$ cat src/rtl/iram_ctrl_if.sv
// Bundles the core-facing miss/return signals and the memory request/grant/valid
// handshake of the instruction-RAM controller.
interface iram_ctrl_if #(
   parameter int PC_W       = 32,
   parameter int WORD_W     = 32,
   parameter int LINE_WORDS = 4
);
   localparam int OFF_W = $clog2(LINE_WORDS);

   logic              miss_cache;
   logic [PC_W-1:0]   ram_address;
   logic [WORD_W-1:0] mem_word;
   logic              word_ready;
   logic [OFF_W-1:0]  word_offs;
   logic              busy;
   logic              imem_req;
   logic [PC_W-1:0]   imem_addr;
   logic              imem_gnt;
   logic              imem_rvalid;
   logic [WORD_W-1:0] imem_rdata;

   // Environment side: the fetch unit plus the instruction memory.
   modport master (
      output miss_cache, ram_address, imem_gnt, imem_rvalid, imem_rdata,
      input  mem_word, word_ready, word_offs, busy, imem_req, imem_addr
   );

   // Controller side.
   modport slave (
      input  miss_cache, ram_address, imem_gnt, imem_rvalid, imem_rdata,
      output mem_word, word_ready, word_offs, busy, imem_req, imem_addr
   );
endinterface

$ cat src/rtl/iram_ctrl.sv
// Instruction-cache line filler: fetches a whole line critical-word-first from a
// single-outstanding request/grant/valid memory and strobes each word to the core.
module iram_ctrl #(
   parameter int PC_W       = 32,
   parameter int WORD_W     = 32,
   parameter int LINE_WORDS = 4
) (
   input logic        clk,
   input logic        rst,
   iram_ctrl_if.slave bus
);
   localparam int OFF_W = $clog2(LINE_WORDS);
   localparam logic [PC_W-1:0]  LINE_MASK = PC_W'(LINE_WORDS * 4 - 1);
   localparam logic [OFF_W-1:0] LAST_WORD = OFF_W'(LINE_WORDS - 1);

   typedef enum logic [1:0] {
      S_IDLE,
      S_REQ,
      S_WAIT,
      S_DONE
   } state_t;

   state_t            state_reg;
   logic [PC_W-1:0]   base_reg;
   logic [OFF_W-1:0]  offs_reg;
   logic [OFF_W-1:0]  cnt_reg;
   logic [WORD_W-1:0] mem_word_reg;
   logic              word_ready_reg;
   logic [OFF_W-1:0]  word_offs_reg;
   logic              busy_reg;
   logic              req_reg;
   logic [PC_W-1:0]   addr_reg;

   logic [PC_W-1:0]   line_base;
   logic [OFF_W-1:0]  start_offs;
   logic [OFF_W-1:0]  offs_next;

   assign line_base  = bus.ram_address & ~LINE_MASK;
   assign start_offs = bus.ram_address[OFF_W+1:2];
   // Natural OFF_W-bit overflow gives the in-line wrap; it never touches the base.
   assign offs_next  = offs_reg + OFF_W'(1);

   always_ff @(posedge clk or posedge rst) begin
      if (rst) begin
         state_reg      <= S_IDLE;
         base_reg       <= '0;
         offs_reg       <= '0;
         cnt_reg        <= '0;
         mem_word_reg   <= '0;
         word_ready_reg <= 1'b0;
         word_offs_reg  <= '0;
         busy_reg       <= 1'b0;
         req_reg        <= 1'b0;
         addr_reg       <= '0;
      end else begin
         word_ready_reg <= 1'b0;
         unique case (state_reg)
            S_IDLE: begin
               if (bus.miss_cache) begin
                  base_reg  <= line_base;
                  offs_reg  <= start_offs;
                  cnt_reg   <= '0;
                  req_reg   <= 1'b1;
                  addr_reg  <= line_base | PC_W'({start_offs, 2'b00});
                  busy_reg  <= 1'b1;
                  state_reg <= S_REQ;
               end
            end
            S_REQ: begin
               if (bus.imem_gnt) begin
                  req_reg   <= 1'b0;
                  state_reg <= S_WAIT;
               end
            end
            S_WAIT: begin
               if (bus.imem_rvalid) begin
                  mem_word_reg   <= bus.imem_rdata;
                  word_offs_reg  <= offs_reg;
                  word_ready_reg <= 1'b1;
                  offs_reg       <= offs_next;
                  cnt_reg        <= cnt_reg + OFF_W'(1);
                  if (cnt_reg == LAST_WORD) begin
                     state_reg <= S_DONE;
                  end else begin
                     // Next request goes out in the same cycle as this word's strobe.
                     req_reg   <= 1'b1;
                     addr_reg  <= base_reg | PC_W'({offs_next, 2'b00});
                     state_reg <= S_REQ;
                  end
               end
            end
            S_DONE: begin
               if (!bus.miss_cache) begin
                  busy_reg  <= 1'b0;
                  state_reg <= S_IDLE;
               end
            end
            default: state_reg <= S_IDLE;
         endcase
      end
   end

   assign bus.mem_word   = mem_word_reg;
   assign bus.word_ready = word_ready_reg;
   assign bus.word_offs  = word_offs_reg;
   assign bus.busy       = busy_reg;
   assign bus.imem_req   = req_reg;
   assign bus.imem_addr  = addr_reg;
endmodule

$ cat src/flat_wrapper.sv
// flat-port wrapper written by rule: the top's interface ports become plain ports
module iram_ctrl_flat 
#(
   parameter int PC_W       = 32,
   parameter int WORD_W     = 32,
   parameter int LINE_WORDS = 4
)
  (clk, rst, bus_miss_cache, bus_ram_address, bus_imem_gnt, bus_imem_rvalid, bus_imem_rdata, bus_mem_word, bus_word_ready, bus_word_offs, bus_busy, bus_imem_req, bus_imem_addr);
  iram_ctrl_if #(.PC_W(PC_W), .WORD_W(WORD_W), .LINE_WORDS(LINE_WORDS)) bus_i ();
  input logic clk;
  input logic rst;
  input wire logic [$bits(bus_i.miss_cache)-1:0] bus_miss_cache;
  input wire logic [$bits(bus_i.ram_address)-1:0] bus_ram_address;
  input wire logic [$bits(bus_i.imem_gnt)-1:0] bus_imem_gnt;
  input wire logic [$bits(bus_i.imem_rvalid)-1:0] bus_imem_rvalid;
  input wire logic [$bits(bus_i.imem_rdata)-1:0] bus_imem_rdata;
  output wire logic [$bits(bus_i.mem_word)-1:0] bus_mem_word;
  output wire logic [$bits(bus_i.word_ready)-1:0] bus_word_ready;
  output wire logic [$bits(bus_i.word_offs)-1:0] bus_word_offs;
  output wire logic [$bits(bus_i.busy)-1:0] bus_busy;
  output wire logic [$bits(bus_i.imem_req)-1:0] bus_imem_req;
  output wire logic [$bits(bus_i.imem_addr)-1:0] bus_imem_addr;
  assign bus_i.miss_cache = bus_miss_cache;
  assign bus_i.ram_address = bus_ram_address;
  assign bus_i.imem_gnt = bus_imem_gnt;
  assign bus_i.imem_rvalid = bus_imem_rvalid;
  assign bus_i.imem_rdata = bus_imem_rdata;
  assign bus_mem_word = bus_i.mem_word;
  assign bus_word_ready = bus_i.word_ready;
  assign bus_word_offs = bus_i.word_offs;
  assign bus_busy = bus_i.busy;
  assign bus_imem_req = bus_i.imem_req;
  assign bus_imem_addr = bus_i.imem_addr;
  iram_ctrl #(.PC_W(PC_W), .WORD_W(WORD_W), .LINE_WORDS(LINE_WORDS)) u_core (.clk(clk), .rst(rst), .bus(bus_i));
endmodule
$ cat config.mk
export PLATFORM = sky130hd
export DESIGN_NAME = iram_ctrl_flat
export DESIGN_NICKNAME = d
export VERILOG_FILES = /design/src/rtl/iram_ctrl_if.sv /design/src/rtl/iram_ctrl.sv /design/src/flat_wrapper.sv
export SDC_FILE = /design/constraint.sdc
export NUM_CORES = 1
export LEC_CHECK = 0
export ABC_AREA = 1
export ABC_CLOCK_PERIOD_IN_PS = 4300
export BUFFER_PORTS_ARGS = -buffer_cell sky130_fd_sc_hd__clkbuf_2
export CORE_ASPECT_RATIO = 0.8
export CORE_UTILIZATION = 35
export DETAILED_ROUTE_END_ITERATION = 10
export PLACE_DENSITY = 0.59
export SYNTH_ARGS = -nofsm -noshare
export SYNTH_HDL_FRONTEND = slang
export SYNTH_SLANG_ARGS = --single-unit
$ cat constraint.sdc
create_clock -name clk -period 4.3 [get_ports clk]
set_input_delay 0 -clock clk [delete_from_list [all_inputs] [get_ports clk]]
set_output_delay 0 -clock clk [all_outputs]
set_load 0.02 [all_outputs]
# Word-level counts from Yosys, hierarchy flattened
# Cells that the tools add are included.
[word_totals]
register_bits = 103
output_inout_bits = 69
[classes]
n_addsub = 2
n_bitwise = 2
n_eq_ne = 9
n_reduce_logical = 11
muxes = 25
[ops]
columns = ["operator", "count"]
rows = [
  ["2-to-1 mux 32 bit", 3],
  ["OR 32 x 4 -> 32 bit", 2],
  ["one-hot mux 32 bit (2 select lines)", 1],
  ["2-to-1 mux 2 bit", 9],
  ["inequality test 2 bit (second input constant)", 5],
  ["one-hot mux 2 bit (2 select lines)", 2],
  ["one-hot mux 2 bit (4 select lines)", 1],
  ["AND reduction 4 bit", 2],
  ["2-to-1 mux 1 bit", 7],
  ["equality test 2 bit (second input constant)", 3],
  ["AND reduction 3 bit", 2],
  ["AND reduction 5 bit", 1],
  ["adder 2 x 1 -> 2 bit (second input constant)", 2],
  ["AND reduction 2 bit", 2],
  ["nonzero test 2 bit", 2],
  ["one-hot mux 1 bit (3 select lines)", 1],
  ["nonzero test 3 bit", 1],
  ["equality test 2 x 1 -> 1 bit (second input constant)", 1],
  ["zero test 2 bit", 1],
  ["one-hot mux 1 bit (2 select lines)", 1],
]

# Logic depth before layout (Yosys ltp)
# Gate-level depths: netlist of run 1.
[depth]
depth_word = 5
depth_mapped = 9
mapped_depth_nobuf = 8

# Least setup slack after synthesis of run 1
# OpenSTA, ideal clock, no wires.
[synth_timing]
path_type = "register to register"
start = "register u_core.cnt_reg[0]"
end = "register u_core.addr_reg[10] (netlist: u_core.bus.imem_addr[10])"
path_stages_with_launch = 9
required_ps = 4183
arrival_ps = 1189
path_slack_ps = 2994
period_less_slack_ps = 1306
setup_time_ps = 117
path_cell_list = "dfrtp_1 ha_1 nand3_1 nand2_1 nor2_2 inv_2 buf_6 nand2_1 nand2_1"
[synth_via]
elab_chain_len = 3
[synth_lines]
columns = ["item", "line", "rtl"]
rows = [
  ["start: declaration", "iram_ctrl.sv:26", "logic [OFF_W-1:0] cnt_reg;"],
  ["start signal: assignment", "iram_ctrl.sv:81", "cnt_reg <= cnt_reg + OFF_W'(1);"],
  ["equality test 2 bit", "iram_ctrl.sv:82", "if (cnt_reg == LAST_WORD) begin"],
  ["inequality test 2 bit (no line)", "--", ""],
  ["AND reduction 4 bit (no line)", "--", ""],
  ["end signal: assignment", "iram_ctrl.sv:64", "addr_reg <= line_base | PC_W'({start_offs, 2'b00});"],
  ["end signal: assignment", "iram_ctrl.sv:87", "addr_reg <= base_reg | PC_W'({offs_next, 2'b00});"],
  ["end: declaration", "iram_ctrl.sv:32", "logic [PC_W-1:0] addr_reg;"],
]
# Every way passes these cells.
# A chain may end at the register's enable or synchronous reset.

# Final worst setup path of run 1
[layout_timing]
start = "register u_core.state_reg[0]"
end = "register u_core.mem_word_reg[26] (netlist: u_core.bus.mem_word[26])"
[layout_via]
elab_chain_len = 2
[layout_lines]
columns = ["item", "line", "rtl"]
rows = [
  ["start: declaration", "iram_ctrl.sv:23", "state_t state_reg;"],
  ["start signal: assignment", "iram_ctrl.sv:45", "state_reg <= S_IDLE;"],
  ["start signal: assignment", "iram_ctrl.sv:66", "state_reg <= S_REQ;"],
  ["start signal: assignment", "iram_ctrl.sv:72", "state_reg <= S_WAIT;"],
  ["equality test 2 bit", "iram_ctrl.sv:57", "unique case (state_reg)"],
  ["AND reduction 2 bit (no line)", "--", ""],
  ["end signal: assignment", "iram_ctrl.sv:77", "mem_word_reg <= bus.imem_rdata;"],
  ["end: declaration", "iram_ctrl.sv:27", "logic [WORD_W-1:0] mem_word_reg;"],
]
# Every way passes these cells.

==> metrics.md, run 1 <==
| Metric | Value |
|---|---|
| Maximum number of pins on one net before global-route repair | 65 |
| Result of the run | finished clean |
| Commonest cells after routing, fill and taps aside | sky130_fd_sc_hd__nand2_1 (254), sky130_fd_sc_hd__clkbuf_2 (133), sky130_fd_sc_hd__dfrtp_1 (101), sky130_fd_sc_hd__dlygate4sd3_1 (64), sky130_fd_sc_hd__o21ai_0 (54) |
| Share of the synthesized area in the top cell type | 0.588 |
| Max-slew headroom at the worst pin | 0.368 |
| Grt total ovfl | 0 |
| Number of placement rows | 35 |
| Final Cycle Share | 0.587 |
| Adder and majority cell fraction of the synthesized area | 0.00291 |
| Die ar. | 0.0127 sq mm |
| Worst setup EP type | flip-flop |
| Most frequent cell on the critical path | sky130_fd_sc_hd__inv_2 |
| Post-route worst hold slack | 25.7 ps |
| Critical path class | flip-flop to flip-flop |
| Aggregate routed wire length | 10400 um |
| Source of the worst register-to-register timing path | u_core.state_reg[0] |
| Setup repair after global routing missed its margin | false |
| Count of yosys warnings during synthesis | 0 |
| PortBufs | 133 |
| Worst-margin pin slew | 944 ps |
| Max-slew violation count | 0 |
| Number of vias in the routed layout | 3771 |
| Post-Synthesis Cell Area | 0.00430 sq mm |
| Core Footprint | 0.0117 sq mm |
| Synthesized instance count | 514 |
| Path category of the worst min-delay check | primary input to flip-flop |
| Endpoint of the worst-slack reg-to-reg timing path | u_core.bus.mem_word[26] |
| Synthesis-to-layout area growth | 37.3% |
| Die outline width | 126 um |
| Number of clock buffers inserted by TritonCTS | 9 |
| IR Drop Worst-Case VDD | 285 uV |
| Number of global-route vias before repair | 3664 |
| Cell accounting for the most synthesized area | sky130_fd_sc_hd__dfrtp_1 |
| Xor/xnor cell area share of the yosys netlist | 0 |
| Setup-failing EPs final | 0 |
| Top achievable clock speed | 396 MHz |
| Final estimated routing congestion in global placement | 0.732 |
| Setup crit end | u_core.bus.mem_word[26] |
| Sequential share of the synthesized area | 0.588 |
| CP max FO | 39 |
| Global-route usage over all layers | 0.173 |
| Count of placed standard cells including taps | 770 |
| Minimum clock period | 2530 ps |
| Hold_sp | bus_ram_address[2] |
| Post-detailed-route count of antenna-violating nets | 0 |
| Combinational family with the most area after synthesis | simple AND/OR/NAND/NOR gates |
| Post-CTS Repair Setup Buffers | 0 |
| Flip-flop count of the largest register, all copies and words added | 32 |
| Most area-consuming cells after synthesis | sky130_fd_sc_hd__dfrtp_1 (59%), sky130_fd_sc_hd__nand2_1 (22%), sky130_fd_sc_hd__o21ai_0 (6.3%), sky130_fd_sc_hd__inv_1 (3.1%), sky130_fd_sc_hd__buf_6 (2.1%) |
| HPWL Detailed | 6460 um |
| Cell area after placement | 0.00497 sq mm |
| Residual DRC count | 0 |
| I/O pin count | 138 |
| PnR worst setup slack | 1770 ps |
| NumNets Final | 767 |
| Final Hold Violating Endpoints | 0 |
| Effective utilization at floorplan | 0.366 |
| Initial antenna violation count | 0 |
| Post-route design area | 0.00590 sq mm |
| Clock Skew | 7.66 ps |
| Antenna Cells | 0 |
| Proportion of layout cells with a drive suffix above 1 | 0.229 |
| Data required, critical path | 4590 ps |
| Leakage Power | 0.00330 uW |
| TritonCTS clock tree | built |
| Most common cell after layout, fill and taps aside | sky130_fd_sc_hd__nand2_1 |
| Root cell of the clock tree | sky130_fd_sc_hd__clkbuf_16 |
| Insertion delay of the later-clocked pin in the worst-skew pair | 340 ps |
| Worst Reg2Reg Path Length in Cells | 7 |
| Initial DRC Count | 152 |
| Pre-CTS setup slack | 1740 ps |
| Number of stages on the worst hold path | 5 |
| Number of detailed-routing iterations run before antenna repair | 4 |
| Average wire length per cell after detail routing | 12.2 um |
| Largest stage delay on the critical path | 550 ps |
| Proportion of synthesized area in mux cells | 0 |
| Setup slack of the worst register-to-register path | 1770 ps |
| Average instance area after synthesis | 8.36 sq um |
| Setup TNS | 0 ps |
| Global-route wire length before repair | 17300 um |
| Simple-gate portion of the synthesized area | 0.249 |
| Endpoint arrival time on the critical path | 2810 ps |
| # H-tree levels | 3 |
| Final std cells w/o fill | 850 |
| Power per unit of standard cell area | 715 mW/mm^2 |
| Number of vias per cell after detailed routing | 4.44 |
| Max-capacitance violation count | 0 |
| Clock transition at the register clock pins on the worst setup and hold paths after CTS | 80 ps |
| CP cell instances | inv_2 -> nand2_4 -> inv_2 -> nand2_4 -> inv_2 -> nand2_1 -> nand2_1 |
| Number of flip-flops and latches in the synthesized netlist | 101 |
| Fraction of the mapped netlist area in compound gates | 0.0774 |
| Cell variety after synth | 18 |
| Die height | 101 um |
| Clock tree buffer depth | 2 |
| Crit path max-delay cell type | sky130_fd_sc_hd__inv_2 |
| Nature of the critical path startpoint | flip-flop |
| Clock tree sinks | 101 |
| Cts repair resizes | 0 |
| Timing startpoint of the critical path | u_core.state_reg[0] |
==> layout make-up <==
type                            count  area [sq um]
Multi-Input combinational cell    347          1430
Clock inverter                      7          66.3
Clock buffer                        9           225
Timing Repair Buffer              199          1320
Inverter                           39           149
Fill cell                        1129          5830
Sequential cell                   101          2530
Tap cell                          148           185
==> critical path, delay by kind of cell (launching register included) <==
kind,cells,cell delay [ps]
flops,1,440
simple gates,4,780
buf+inv,3,1220
==> cells in the mapped netlist (all sizes together) <==
master	count
a21oi	11
buf	23
clkbuf	5
conb	1
dfrtp	101
ha	1
inv	39
nand2	257
nand3	5
nand4	1
nor2	15
o211ai	1
o21ai	54
==> worst min-delay path by stage <==
stage	endpoint	slack, ps
floorplan	u_core.bus.mem_word[0]	110
global placement	u_core.bus.imem_addr[17]	200
detailed placement	u_core.bus.mem_word[27]	200
CTS	u_core.bus.imem_addr[2]	10
global route	u_core.bus.imem_addr[2]	50
finish	u_core.bus.imem_addr[2]	30
==> report_power, final <==
part           switching, uW  internal [uW]  total (uW)  leakage (uW)
Sequential               239           1400        1640       0.00124
Clock                    384            407         791      0.000144
Combinational           1220            574        1790       0.00191
Total                   1840           2380        4220       0.00330
==> layer usage <==
metal | vias up | GRT usage | routed length [um]
li1 | 1929 | - | -
met5 | - | 0 | 0
met3 | 11 | 0.0433 | 580
met2 | 114 | 0.296 | 4900
met4 | 0 | 0.0575 | 144
met1 | 1717 | 0.216 | 4780
==> metrics by stage <==
| step | power (uW) | util |
|---|---|---|
| after floorplan | 2930 | - |
| after global placement | 3360 | 0.423 |
| after detailed placement | 3420 | 0.423 |
| after CTS | 4280 | 0.503 |
| after global routing | 4590 | 0.503 |
| final | 4220 | 0.503 |
==> timing repair <==
item,CTS,global route
setup endpoints to repair,0,0
endpoints found under the hold margin,135,0
hold buffers,64,0
==> logic make-up (layout without fill, tap and decap cells) <==
group	after synthesis	count (layout)
other	1	2
AO/OA/AOI/OAI	66	66
buffers and inverters	67	254
flip-flops	101	101
AND/OR/NAND/NOR	278	278
adder cells (fa/ha/maj)	1	1
(Power assumes the default switching activity.)
==> inputs of run 2 (changes only) <==
- ABC_AREA: 1 -> 0
- ABC_CLOCK_PERIOD_IN_PS: 4300 -> 2370
- PLACE_DENSITY: 0.59 -> 0.58
- clock period: 4.3 -> 2.37 ns (I/O delays scaled with it)
==> run 2 against run 1 <==
Synthesized area rose by 3.6%. Setup slack got worse by 1300 ps. Sequential power rose by 87%. Clock skew fell by 2.4 ps. Clock power rose by 98%. Via count fell by 8.8%. Cell count fell by 8.1%.
==> metrics.md, run 2 <==
| Metric | Value |
|---|---|
| Worst setup EP type | flip-flop |
| Root cell of the clock tree | sky130_fd_sc_hd__clkbuf_16 |
| Most frequently used cell type in the post-synthesis netlist | sky130_fd_sc_hd__nand2_1 |
| Result of the run | finished clean |
| Average instance area after synthesis | 10.7 sq um (+28%) |
| Cell area after placement | 0.00525 sq mm (+5.7%) |
| Clock transition at the register clock pins on the worst setup and hold paths after CTS | 70 ps (about the same) |
| Clock tree sinks | 101 (unchanged) |
| Proportion of layout cells with a drive suffix above 1 | 0.359 (+0.130) |
| Crit path max-delay cell type | sky130_fd_sc_hd__dfrtp_1 |
| # H-tree levels | 3 (unchanged) |
| Post-Synthesis Cell Area | 0.00445 sq mm (+3.6%) |
| Most area-consuming cells after synthesis | sky130_fd_sc_hd__dfrtp_1 (57%), sky130_fd_sc_hd__nand2_1 (16%), sky130_fd_sc_hd__mux2_4 (10%), sky130_fd_sc_hd__mux2_2 (7.1%), sky130_fd_sc_hd__buf_6 (2.0%) |
| Final Cycle Share | 0.783 (+0.196) |
| Flip-flop count of the largest register, all copies and words added | 32 (unchanged) |
| Post-detailed-route count of antenna-violating nets | 0 (unchanged) |
| Fin util | 0.504 (+0.00109) |
| Global-route wire length before repair | 16400 um (-5.2%) |
| Number of vias per cell after detailed routing | 4.41 (-0.69%) |
| Average wire length per cell after detail routing | 13.2 um (+7.4%) |
| NumNets Final | 675 (-12%) |
| PortBufs | 133 (unchanged) |
| Setup TNS | 0 ps (unchanged) |
| Max-capacitance violation count | 0 (unchanged) |
| Number of filler instances in the final layout | 1137 (+0.71%) |
| Number of clock buffers inserted by TritonCTS | 9 (unchanged) |
| Max-slew violation count | 0 (unchanged) |
| Family with the most delay on the worst path | multiplexers |
| Cell accounting for the most synthesized area | sky130_fd_sc_hd__dfrtp_1 |
| Largest stage delay on the critical path | 580 ps (+30 ps) |
| CP bufs+invs | 0 (-3) |
| Data required, critical path | 2590 ps (-2000 ps) |
| Number of detailed-routing iterations run before antenna repair | 4 (unchanged) |
| Setup slack of the worst register-to-register path | 510 ps (-1260 ps) |
| Number of vias in the routed layout | 3441 (-8.8%) |
| Post-route design area | 0.00620 sq mm (+5.0%) |
| Number of placement rows | 36 (+2.9%) |
| Final Hold Violating Endpoints | 0 (unchanged) |
| HPWL Detailed | 6380 um (-1.3%) |
| I/O pin count | 138 (unchanged) |
| Die ar. | 0.0132 sq mm (+3.5%) |
| TritonCTS clock tree | built |
| Synthesis-to-layout area growth | 39.2% |
| Maximum number of pins on one net before global-route repair | 102 (+57%) |
| Residual DRC count | 0 (unchanged) |
| Setup repair after global routing missed its margin | false |
| Sequential share of the synthesized area | 0.568 (-0.0202) |
| Die outline width | 128 um (+1.7%) |
| Synthesized instance count | 415 (-19%) |
| Count of yosys warnings during synthesis | 0 (unchanged) |
| Clock Skew | 5.29 ps (-2.37 ps) |
| Post-CTS Repair Setup Buffers | 0 (unchanged) |
| Final estimated routing congestion in global placement | 0.713 (-2.6%) |
| Clock tree buffer depth | 2 (unchanged) |
| Cts repair resizes | 0 (unchanged) |
| Insertion delay of the later-clocked pin in the worst-skew pair | 330 ps (about the same) |
| Most frequent cell on the critical path | sky130_fd_sc_hd__mux2_2 |
| Setup-failing EPs final | 0 (unchanged) |
| Most instantiated cells after synthesis | sky130_fd_sc_hd__nand2_1 (188), sky130_fd_sc_hd__dfrtp_1 (101), sky130_fd_sc_hd__mux2_4 (30) |
| Initial DRC Count | 154 (+1.3%) |
| Top achievable clock speed | 539 MHz (+36%) |
| Most common cell after layout, fill and taps aside | sky130_fd_sc_hd__nand2_1 |
| Aggregate routed wire length | 10300 um (-1.3%) |
| Share of the synthesized area in the top cell type | 0.568 (-0.0202) |
| Path category of the worst min-delay check | primary input to flip-flop |
| Post-synth ARST share | 1.00 (unchanged) |
| EDFF count, synth | 0 (unchanged) |
| Grt total ovfl | 0 (unchanged) |
| Worst-margin pin slew | 561 ps (-383 ps) |
| Number of flip-flops and latches in the synthesized netlist | 101 (unchanged) |
| Leakage Power | 0.00329 uW (-0.31%) |
| Commonest cells after routing, fill and taps aside | sky130_fd_sc_hd__nand2_1 (188), sky130_fd_sc_hd__clkbuf_2 (133), sky130_fd_sc_hd__dfrtp_1 (101), sky130_fd_sc_hd__dlygate4sd3_1 (63), sky130_fd_sc_hd__mux2_4 (30) |
| CP cell instances | nand2b_4 -> mux2_2 -> mux2_2 |
| Number of global-route vias before repair | 3358 (-8.4%) |
| Effective utilization at floorplan | 0.362 (-0.00428) |
| Endpoint arrival time on the critical path | 2080 ps (-730 ps) |
| Most used flip-flop cell after synthesis | sky130_fd_sc_hd__dfrtp_1 |
| Global-route usage over all layers | 0.161 (-0.0124) |
| Cell variety after synth | 33 (+15) |
| Antenna Cells | 0 (unchanged) |
| Max-slew headroom at the worst pin | 0.626 (+0.258) |
| Critical path class | flip-flop to flip-flop |
| Core Footprint | 0.0123 sq mm (+4.8%) |
| Initial antenna violation count | 0 (unchanged) |
| Power per unit of standard cell area | 1300 mW/mm^2 (+82%) |
| IR Drop Worst-Case VDD | 558 uV (+96%) |
| Minimum clock period | 1860 ps (-668 ps) |
| Die height | 103 um (+1.7%) |
| CP max FO | 26 (-33%) |
| Nature of the critical path startpoint | flip-flop |
==> run 2: changes by cell type in the layout (fill, tap and decap cells not counted), moves of 3 or more <==
cell	change
sky130_fd_sc_hd__nor2_1	-13
sky130_fd_sc_hd__nor2b_1	+3
sky130_fd_sc_hd__mux2_2	+28
sky130_fd_sc_hd__nand2_1	-66
sky130_fd_sc_hd__clkinv_4	-4
sky130_fd_sc_hd__a21oi_1	-8
sky130_fd_sc_hd__o21ai_0	-49
sky130_fd_sc_hd__inv_2	-4
sky130_fd_sc_hd__mux2_4	+30
sky130_fd_sc_hd__buf_4	+5
sky130_fd_sc_hd__inv_1	-29
==> run 2: report_power, final <==
part           switching, uW  total, uW  internal [uW]
Clock                    644       1570            927
Sequential               514       3070           2560
Combinational           1910       3440           1540
==> run 2: final cells by class <==
class	instances	area [sq um]	area share
flip-flops and latches	101	2530	0.408
multi-input cells	283	1750	0.282
repair buffers	204	1370	0.221
clock buffers	10	229	0.0369
well taps	171	214	0.0345
clock inverters	6	86.3	0.0139
inverters	6	26.3	0.00424
==> run 2: path summary, 6_finish.rpt <==
path                                          from                  endpoint  depth (start not counted)
setup / recovery               u_core.state_reg[0]   u_core.bus.imem_addr[9]                          3
hold / removal                     bus_imem_rvalid         u_core.cnt_reg[1]                          3
setup reg to reg               u_core.state_reg[0]   u_core.bus.imem_addr[9]                          3
hold reg to reg            u_core.bus.mem_word[25]   u_core.bus.mem_word[25]                          2
max in group asynchronous                      rst    u_core.bus.mem_word[4]                          4
min in group asynchronous                      rst  u_core.bus.imem_addr[30]                          4
==> run 2: timing repair <==
item	in CTS	in global routing
setup endpoints to repair	0	0
hold endpoints to repair	163	0
hold buffers	63	0
==> run 2: cell families (layout without fill, tap and decap cells) <==
kind of cell	Yosys count	count (layout)	share of synthesized area
compound gates	16	16	0.0233
mux	60	60	0.177
xor+xnor	1	1	0.00197
other cells	1	2	0.000842
flops	101	101	0.568
simple gates	203	203	0.183
buf+inv	32	226	0.0441
fa+ha+maj	1	1	0.00281
==> run 2: routing by layer <==
metal  vias up  global-route usage  wire (um)
met5         -                   0          0
met4         0              0.0543         86
met3         6              0.0451        541
met2        96               0.261       4800
met1      1641               0.208       4850
li1       1698                   -          -
==> run 2: worst min-delay path, delay by kind of cell <==
family          cells  cell delay (ps)
buf+inv             1              130
compound gates      1              120
simple gates        1               70
==> run 2: through the flow <==
step	setup slack [ps]	power [uW]	hold WS, ps	instances
3_3_place_gp	528	6390	191	702
4_1_cts	504	8180	1.34	781
2_1_floorplan	761	5540	105	416
5_1_grt	420	8670	26.2	781
3_5_place_dp	515	6500	198	702
6_report	513	8090	16.0	781
==> inputs of run 3 (changes only) <==
- ABC_CLOCK_PERIOD_IN_PS: 2370 -> 1900
- clock period: 2.37 -> 1.9 ns (I/O delays scaled with it)
==> run 3 against run 2 <==
Via count down 0.61%. Cell count up 0.51%. Sequential power up 24%. Combinational power up 28%. Final area up 1.4%. Clock power up 32%. Hold slack better by 66 ps. Critical path depth unchanged. Clock skew about the same. Core utilization up 0.70 points. Highest routed layer unchanged.
==> metrics.md, run 3 (same netlist as run 2, synthesis figures left out) <==
| Metric | Value |
|---|---|
| Result of the run | finished clean |
| TritonCTS clock tree | built |
| Root cell of the clock tree | sky130_fd_sc_hd__clkbuf_16 |
| Number of vias in the routed layout | 3420 (-0.61%) |
| Top achievable clock speed | 577 MHz (+7.2%) |
| Initial DRC Count | 133 (-14%) |
| Insertion delay of the later-clocked pin in the worst-skew pair | 340 ps (about the same) |
| IR Drop Worst-Case VDD | 685 uV (+23%) |
| Average wire length per cell after detail routing | 12.7 um (-3.8%) |
| Clock tree sinks | 101 (unchanged) |
| Final Hold Violating Endpoints | 0 (unchanged) |
| Nature of the critical path startpoint | flip-flop |
| Clock tree buffer depth | 2 (unchanged) |
| Clock transition at the register clock pins on the worst setup and hold paths after CTS | 70 ps (about the same) |
| Flip-flop count of the largest register, all copies and words added | 32 (unchanged) |
| Post-route worst hold slack | 82.2 ps (+66.2 ps) |
| PortBufs | 133 (unchanged) |
| Post-CTS Repair Setup Buffers | 0 (unchanged) |
| Global-route usage over all layers | 0.159 (-0.00157) |
| NumNets Final | 680 (+0.74%) |
| Leakage Power | 0.00333 uW (+1.2%) |
| # H-tree levels | 3 (unchanged) |
| Max-slew headroom at the worst pin | 0.631 (+0.00541) |
| Critical path class | flip-flop to flip-flop |
| Number of detailed-routing iterations run before antenna repair | 4 (unchanged) |
| Synthesis-to-layout area growth | 41.1% |
| Number of vias per cell after detailed routing | 4.36 (-1.1%) |
| HPWL Detailed | 6390 um (+0.11%) |
| Worst-margin pin slew | 553 ps (-8.12 ps) |
| Minimum clock period | 1730 ps (-125 ps) |
| Proportion of layout cells with a drive suffix above 1 | 0.363 (+0.00418) |
| Number of global-route vias before repair | 3478 (+3.6%) |
| Clock Skew | 5.31 ps (+0.0142 ps) |
| Max-slew violation count | 0 (unchanged) |
| Die outline width | 128 um (unchanged) |
| Aggregate routed wire length | 9940 um (-3.3%) |
| Final estimated routing congestion in global placement | 0.711 (-0.24%) |
| Max-capacitance violation count | 0 (unchanged) |
| Residual DRC count | 0 (unchanged) |
| PnR worst setup slack | 168 ps (-345 ps) |
| Final Cycle Share | 0.912 (+0.128) |
| Number of filler instances in the final layout | 1139 (+0.18%) |
| Data required, critical path | 2130 ps (-460 ps) |
| Number of placement rows | 36 (unchanged) |
| Post-detailed-route count of antenna-violating nets | 0 (unchanged) |
| Worst setup EP type | flip-flop |
| Antenna Cells | 0 (unchanged) |
| I/O pin count | 138 (unchanged) |
| Setup-failing EPs final | 0 (unchanged) |
| Setup TNS | 0 ps (unchanged) |
| Pre-CTS setup slack | 174 ps (-341 ps) |
| Most common cell after layout, fill and taps aside | sky130_fd_sc_hd__nand2_1 |
| Setup repair after global routing missed its margin | false |
| Maximum number of pins on one net before global-route repair | 102 (unchanged) |
| Die ar. | 0.0132 sq mm (unchanged) |
| Initial antenna violation count | 0 (unchanged) |
| Global-route wire length before repair | 16100 um (-1.8%) |
| CP max FO | 26 (unchanged) |
| Grt total ovfl | 0 (unchanged) |
| Die height | 103 um (unchanged) |
| Power per unit of standard cell area | 1640 mW/mm^2 (+26%) |
| Core Footprint | 0.0123 sq mm (unchanged) |
| Number of clock buffers inserted by TritonCTS | 9 (unchanged) |
| Endpoint arrival time on the critical path | 1960 ps (-120 ps) |
| Effective utilization at floorplan | 0.362 (unchanged) |
| Path category of the worst min-delay check | primary input to flip-flop |
| Commonest cells after routing, fill and taps aside | sky130_fd_sc_hd__nand2_1 (188), sky130_fd_sc_hd__clkbuf_2 (133), sky130_fd_sc_hd__dfrtp_1 (101), sky130_fd_sc_hd__dlygate4sd3_1 (64), sky130_fd_sc_hd__mux2_4 (30) |
==> run 3: changes by cell type in the layout (fill, tap and decap cells not counted), sizes merged <==
cell | previous run | this run
dlygate4sd3 | 63 | 64
clkinv | 2 | 1
bufinv | 2 | 3
clkbuf | 143 | 142
buf | 8 | 12
==> run 3: path summary, 6_finish.rpt <==
kind                                     start                        to  slack [ps]  cells after the start
min in group asynchronous                  rst  u_core.bus.imem_addr[28]         330                      4
max in group asynchronous                  rst   u_core.bus.mem_word[10]        1120                      4
setup reg to reg           u_core.state_reg[1]  u_core.bus.imem_addr[11]         170                      3
hold / removal                    bus_imem_gnt       u_core.bus.imem_req          80                      4
hold reg to reg            u_core.base_reg[22]       u_core.base_reg[22]         480                      2
setup / recovery           u_core.state_reg[1]  u_core.bus.imem_addr[11]         170                      3
==> run 3: repair_timing <==
action	in CTS	in global routing
hold buffers	64	0
hold endpoints to repair	164	0
gates resized for setup	0	0
==> run 3: worst max-delay path, cell delays in order (launching register included) <==
cell and delay [ps]:
sky130_fd_sc_hd__dfrtp_1 520, sky130_fd_sc_hd__nand2b_4 430, sky130_fd_sc_hd__mux2_2 390, sky130_fd_sc_hd__mux2_2 260
==> run 3: power breakdown <==
part	internal (uW)	total (uW)	switching, uW	leakage (uW)
registers	3190	3810	618	0.00124
logic	2010	4420	2410	0.00193
clock network	1280	2080	801	0.000162
==> run 3: cell type report <==
cell class,instances,area (sq um),share of cell area
sequential,101,2530,0.402
clock inverter,6,111,0.0177
clock buffer,9,225,0.0358
tap,171,214,0.0341
multi-input combinational,283,1750,0.278
inverter,6,26.3,0.00418
timing repair buffer,209,1430,0.228
==> run 3: per-layer routing <==
metal	up-vias	track usage	part of all wire
met1	1603	0.197	0.47
met3	9	0.0498	0.058
met4	0	0.0543	0.013
met5	-	0	0
li1	1709	-	-
met2	99	0.265	0.46
==> run 3: per-stage QoR <==
step	instance area (sq um)	utilization	instances	total power, uW
floorplan	4460	-	416	6920
global placement	5310	0.432	706	8080
detailed placement	5310	0.432	706	8220
CTS	6280	0.511	785	10400
global route	6280	0.511	785	11000
finish	6280	0.511	785	10300
